--- config.mk ---
export PLATFORM = sky130hd
export DESIGN_NAME = sb_event_queue
export DESIGN_NICKNAME = d
export VERILOG_FILES = /design/src/rtl/sb_event_pkg.sv /design/src/rtl/sb_event_fifo.sv /design/src/rtl/sb_event_queue.sv
export SDC_FILE = /design/constraint.sdc
export NUM_CORES = 1
export LEC_CHECK = 0
export CORE_AREA = 2 2 151 153
export DETAILED_ROUTE_END_ITERATION = 8
export DIE_AREA = 0 0 153 155
export GPL_ROUTABILITY_DRIVEN = 0
export GPL_TIMING_DRIVEN = 0
export PLACE_DENSITY = 0.87
export SYNTH_ARGS = -nofsm -noshare
export SYNTH_HDL_FRONTEND = slang
export SYNTH_SLANG_ARGS = --single-unit
--- constraint.sdc ---
create_clock -name mon_clk -period 11.1 [get_ports mon_clk]
set_input_delay 2.22 -clock mon_clk [delete_from_list [all_inputs] [get_ports mon_clk]]
set_output_delay 2.22 -clock mon_clk [all_outputs]
set_load 0.05 [all_outputs]
--- src/rtl/sb_event_pkg.sv ---
// sb_event_pkg: shared entry width, tags and volume payload packing for the event queue.
package sb_event_pkg;
  localparam int EV_W = 18;
  localparam logic [1:0] TAG_KEY = 2'b01;
  localparam logic [1:0] TAG_VOL = 2'b10;
  function automatic logic [15:0] vol_payload(input logic muted, input logic [11:0] vol);
    return {muted, 3'b000, vol};
  endfunction
endpackage

--- src/rtl/sb_event_fifo.sv ---
// sb_event_fifo: synchronous FIFO with a registered head entry and occupancy output.
module sb_event_fifo
  import sb_event_pkg::*;
#(
  parameter int DEPTH = 16,
  parameter int AW = 4,
  parameter int W = EV_W
) (
  input  logic          clk,
  input  logic          rst,
  input  logic          push,
  input  logic [W-1:0]  wdata,
  input  logic          pop,
  output logic          accept,
  output logic [W-1:0]  rdata,
  output logic          empty,
  output logic          full,
  output logic [AW:0]   level
);
  logic [W-1:0] mem [DEPTH];
  logic [AW:0] wr, rd, wr_n, rd_n;
  logic do_pop;
  assign empty = wr == rd;
  assign full = (wr[AW] != rd[AW]) && (wr[AW-1:0] == rd[AW-1:0]);
  assign level = wr - rd;
  assign do_pop = pop & ~empty;
  assign accept = push & (~full | do_pop);
  assign wr_n = wr + {{AW{1'b0}}, accept};
  assign rd_n = rd + {{AW{1'b0}}, do_pop};
  always_ff @(posedge clk)
    if (accept) mem[wr[AW-1:0]] <= wdata;
  // Head is precomputed for the next state so rdata is a plain register.
  always_ff @(posedge clk)
    if (rst) begin
      wr <= '0;
      rd <= '0;
      rdata <= '0;
    end else begin
      wr <= wr_n;
      rd <= rd_n;
      rdata <= (wr_n == rd_n) ? '0 :
               (accept && wr[AW-1:0] == rd_n[AW-1:0]) ? wdata : mem[rd_n[AW-1:0]];
    end
endmodule

--- src/rtl/sb_event_queue.sv ---
// sb_event_queue: merges key and volume events into one tagged FIFO with coalescing
// pending volume register and sticky overflow/drop accounting.
module sb_event_queue
  import sb_event_pkg::*;
#(
  parameter int DEPTH = 16,
  parameter int AW = 4
) (
  input  logic              mon_clk,
  input  logic              reset,
  input  logic [15:0]       latest_keycode,
  input  logic              latest_keycode_valid,
  input  logic              is_muted,
  input  logic [11:0]       volume_db,
  input  logic              volume_db_valid,
  output logic [EV_W-1:0]   ev_data,
  output logic              ev_valid,
  input  logic              ev_ready,
  output logic [AW:0]       level,
  output logic              overflow,
  output logic [7:0]        drop_count,
  input  logic              overflow_clr
);
  logic pend_vld;
  logic [EV_W-1:0] pend_data, vol_entry, wdata;
  logic push, accept, empty, full, pend_src, load_pend, drop;
  assign vol_entry = {TAG_VOL, vol_payload(is_muted, volume_db)};
  assign ev_valid = ~empty;
  always_comb begin
    push = latest_keycode_valid | pend_vld | volume_db_valid;
    wdata = latest_keycode_valid ? {TAG_KEY, latest_keycode} : pend_vld ? pend_data : vol_entry;
    pend_src = ~latest_keycode_valid & pend_vld;
    load_pend = volume_db_valid & (latest_keycode_valid | pend_vld);
    drop = push & ~accept & ~pend_src;
  end
  sb_event_fifo #(.DEPTH(DEPTH), .AW(AW), .W(EV_W)) u_fifo (
    .clk(mon_clk),
    .rst(reset),
    .push(push),
    .wdata(wdata),
    .pop(ev_ready),
    .accept(accept),
    .rdata(ev_data),
    .empty(empty),
    .full(full),
    .level(level)
  );
  // A blocked pending volume stays put; a newer volume always replaces it.
  always_ff @(posedge mon_clk)
    if (reset) begin
      pend_vld <= 1'b0;
      pend_data <= '0;
      overflow <= 1'b0;
      drop_count <= '0;
    end else begin
      pend_vld <= load_pend | (pend_vld & ~(pend_src & accept));
      if (load_pend) pend_data <= vol_entry;
      overflow <= drop | (overflow & ~overflow_clr);
      drop_count <= drop ? (overflow_clr ? 8'd1 : drop_count + {7'd0, drop_count != 8'hFF}) :
                    overflow_clr ? 8'd0 : drop_count;
    end
endmodule

==> out/qor.txt <==
routed length per instance -> 27.4 microns
Pre-antenna DRT Iters -> 7
CTS tree -> yes
Pwr Density -> 227 nW/um^2
critical path capture point type -> flip-flop
die span in y -> 155 microns
Via density -> 6.54
worst skew pair latency -> 0.56 ns
Min Hold Slack -> 0.460 ns
Final Cycle Share -> 52.9%
Multi-input gate area -> 3760 sq um
CP Class -> in -> reg
Reg area -> 9690 sq um
Finished Layout Cells -> 1199
H-tree depth -> 1
library cells used by synthesis -> 37
Most common cell on crit path -> xor2_1
critical path required time -> 11.54 ns
CP Cell Sequence -> clkdlybuf4s50_1 -> clkbuf_1 -> nor3_1 -> a31oi_2 -> ha_1 -> nand3_1 -> xor2_1 -> xor2_1 -> o41ai_4 -> buf_6 -> nor2_1
Post-CTS Resized -> 0
initial antenna violation count -> 0
min-delay worst type -> reg -> reg
final setup violating endpoints -> 0
CP startpoint kind -> primary input
most frequent cells in the layout -> 288 x edfxtp_1, 86 x mux2i_1, 72 x mux4_2, 66 x clkdlybuf4s50_1, 52 x dfxtp_1
first-pass GRT wire length -> 49500 microns
largest net degree at the start of global routing -> 18
hold_buf cts -> 0
VDD IR max -> 0.166 mV
fmax -> 170 MHz
DR iter-0 viols -> 1091
XOR/XNOR Fraction of Synth Area -> 1.70%
RSZ-0062 raised after global routing -> no
Num CTS Buffers -> 31
Placed Instances -> 1141
Setup Buffers After CTS -> 0
die area -> 23700 sq um
Tot Pwr -> 3670 uW
ant diodes -> 0
Net Count, Synth -> 808
# IOs -> 68
Adder-Cell Fraction of Synth Area -> 1.06%
Yosys warning count -> 0
# Max-Cap Violations -> 0
DP Area -> 15100 sq um
nets -> 935
PortBufs -> 66
gr usage total -> 27.9%
routed vias -> 7839
main combinational cell family by area after synthesis -> multiplexers
CP max stage cell -> o41ai_4
CP Buf/Inv Count -> 3
Max transition margin -> 20.8%
Seq/Total Area, Yosys -> 70.9%
core area -> 22200 sq um
Max stage delay on crit path -> 0.89 ns
count of pins over their slew limit -> 0
root buffer cell -> clkbuf_16
Tmin final -> 5.87 ns
Synth Area in Compound Gates -> 2.02%
critical path's top delay family -> buffers and inverters
synthesized flop and latch total -> 340
mux share of post-synthesis cell area -> 18.2%
status -> completed
drt total wl -> 32800 microns
register clock-pin slew on the reported worst setup and hold paths -> 0.06 ns
DP HPWL -> 19700 microns
die width -> 153 microns
Filler Cell Count -> 1191
Gate Count Post-Synth -> 762
critical path arrival -> 6.31 ns
Mapped Avg Cell Area -> 17.9 sq um
row count -> 55
Slew @ Worst Pin -> 1.18 ns
Remaining DRCs -> 0
GRT Residual Overflow -> 0
Setup Total Neg Slack -> 0 ns
Mapped Area -> 13700 sq um
post-route ant nets -> 0
area grow syn2layout -> 18.2%
fin area -> 16100 sq um
Max FO, Critical Path -> 17
Initial Util -> 61.5%
CTS max path bufs -> 3
commonest non-fill, non-tap cell in the layout -> edfxtp_1
total leakage power -> 0.00547 uW
Synth Area in Simple Gates -> 4.17%
Worst Skew -> 0.0239 ns
Hold Violations, Final -> 0
fraction of layout instances using a drive strength above 1 -> 21.8%
number of global-route vias before repair -> 8056
Num Clock Sinks -> 340
## report_power, final
group          internal [uW]  switching [uW]
registers               1460            21.7
logic                    450             613
clock network            650             476
## cell usage after synthesis
cell type	number	area (sq um)
nand3b_1	2	15.0
o2111a_1	1	11.3
nor2_1	46	173
inv_1	13	48.8
a211oi_1	1	7.51
or2_2	1	6.26
nand3_1	8	40.0
nand2_1	47	176
and4_1	3	26.3
buf_2	18	90.1
a21o_1	2	15.0
xor2_1	15	131
o31a_1	1	8.76
nor2b_1	4	25.0
dfxtp_1	52	1040
or3_1	1	6.26
o41ai_4	1	27.5
nand4_1	5	31.3
xnor2_1	9	78.8
and3_1	1	6.26
ha_1	10	125
or4_1	1	7.51
a31oi_2	1	12.5
and2_1	5	31.3
nor3_1	5	25.0
edfxtp_1	288	8650
fa_1	1	20.0
o21ai_0	15	75.1
mux2i_1	86	861
buf_6	2	22.5
clkbuf_1	8	30.0
o21a_1	1	7.51
xnor3_1	1	22.5
buf_4	7	52.6
a21oi_1	22	110
buf_1	6	22.5
mux4_2	72	1620
## worst paths after layout
path / start / end / slack [ns] / cells after the start
worst min register to register: pend_data[5]$_SDFFE_PP0P_ / pend_data[5]$_SDFFE_PP0P_ / 0.46 / 2
worst min-delay path: pend_data[5]$_SDFFE_PP0P_ / pend_data[5]$_SDFFE_PP0P_ / 0.46 / 2
worst max register to register: u_fifo.wr[0]$_SDFF_PP0_ / u_fifo.rdata[9]$_SDFF_PP0_ / 6.53 / 14
worst max-delay path: latest_keycode_valid / u_fifo.rdata[2]$_SDFF_PP0_ / 5.23 / 11
## final cells by class
class | count | area share (%)
Sequential cell | 340 | 60.0
Multi-Input combinational cell | 368 | 23.3
Tap cell | 285 | 2.21
Clock inverter | 23 | 1.63
Timing Repair Buffer | 94 | 6.15
Buffer | 41 | 1.35
Clock buffer | 35 | 5.08
Inverter | 13 | 0.302
## tightest hold or removal path: stages, from the launching register on
cell     delay, ns
dfxtp_1       0.31
nand2_1       0.05
a21oi_1       0.05
## flip-flops by register name, summed over array words and instances, names as in the netlist
signal        cells
drop_count        8
overflow          1
pend_data        14
pend_vld          1
u_fifo.mem      288
u_fifo.rd         5
u_fifo.rdata     18
u_fifo.wr         5
## logic make-up after synthesis
family	after synthesis
simple gates	129
buf+inv	54
xor+xnor	25
compound gates	45
fa+ha+maj	11
flops	340
mux	158
## routing by layer
layer  global-route usage, %  vias up  share of wire, %
met2                    47.6      619                50
met4                    9.74        0               3.3
li1                        -     3228                 -
met5                       0        -                 0
met1                    37.7     3899                37
met3                    4.07       93               9.7
## stage by stage
step | worst slack [ns] | util (%)
after floorplan | 6.38 | -
after global placement | 4.03 | 66.0
after detailed placement | 5.04 | 67.8
after CTS | 5.36 | 72.6
after global routing | 5.09 | 72.6
final | 5.23 | 72.6
Power figures use the tool's default switching activity.
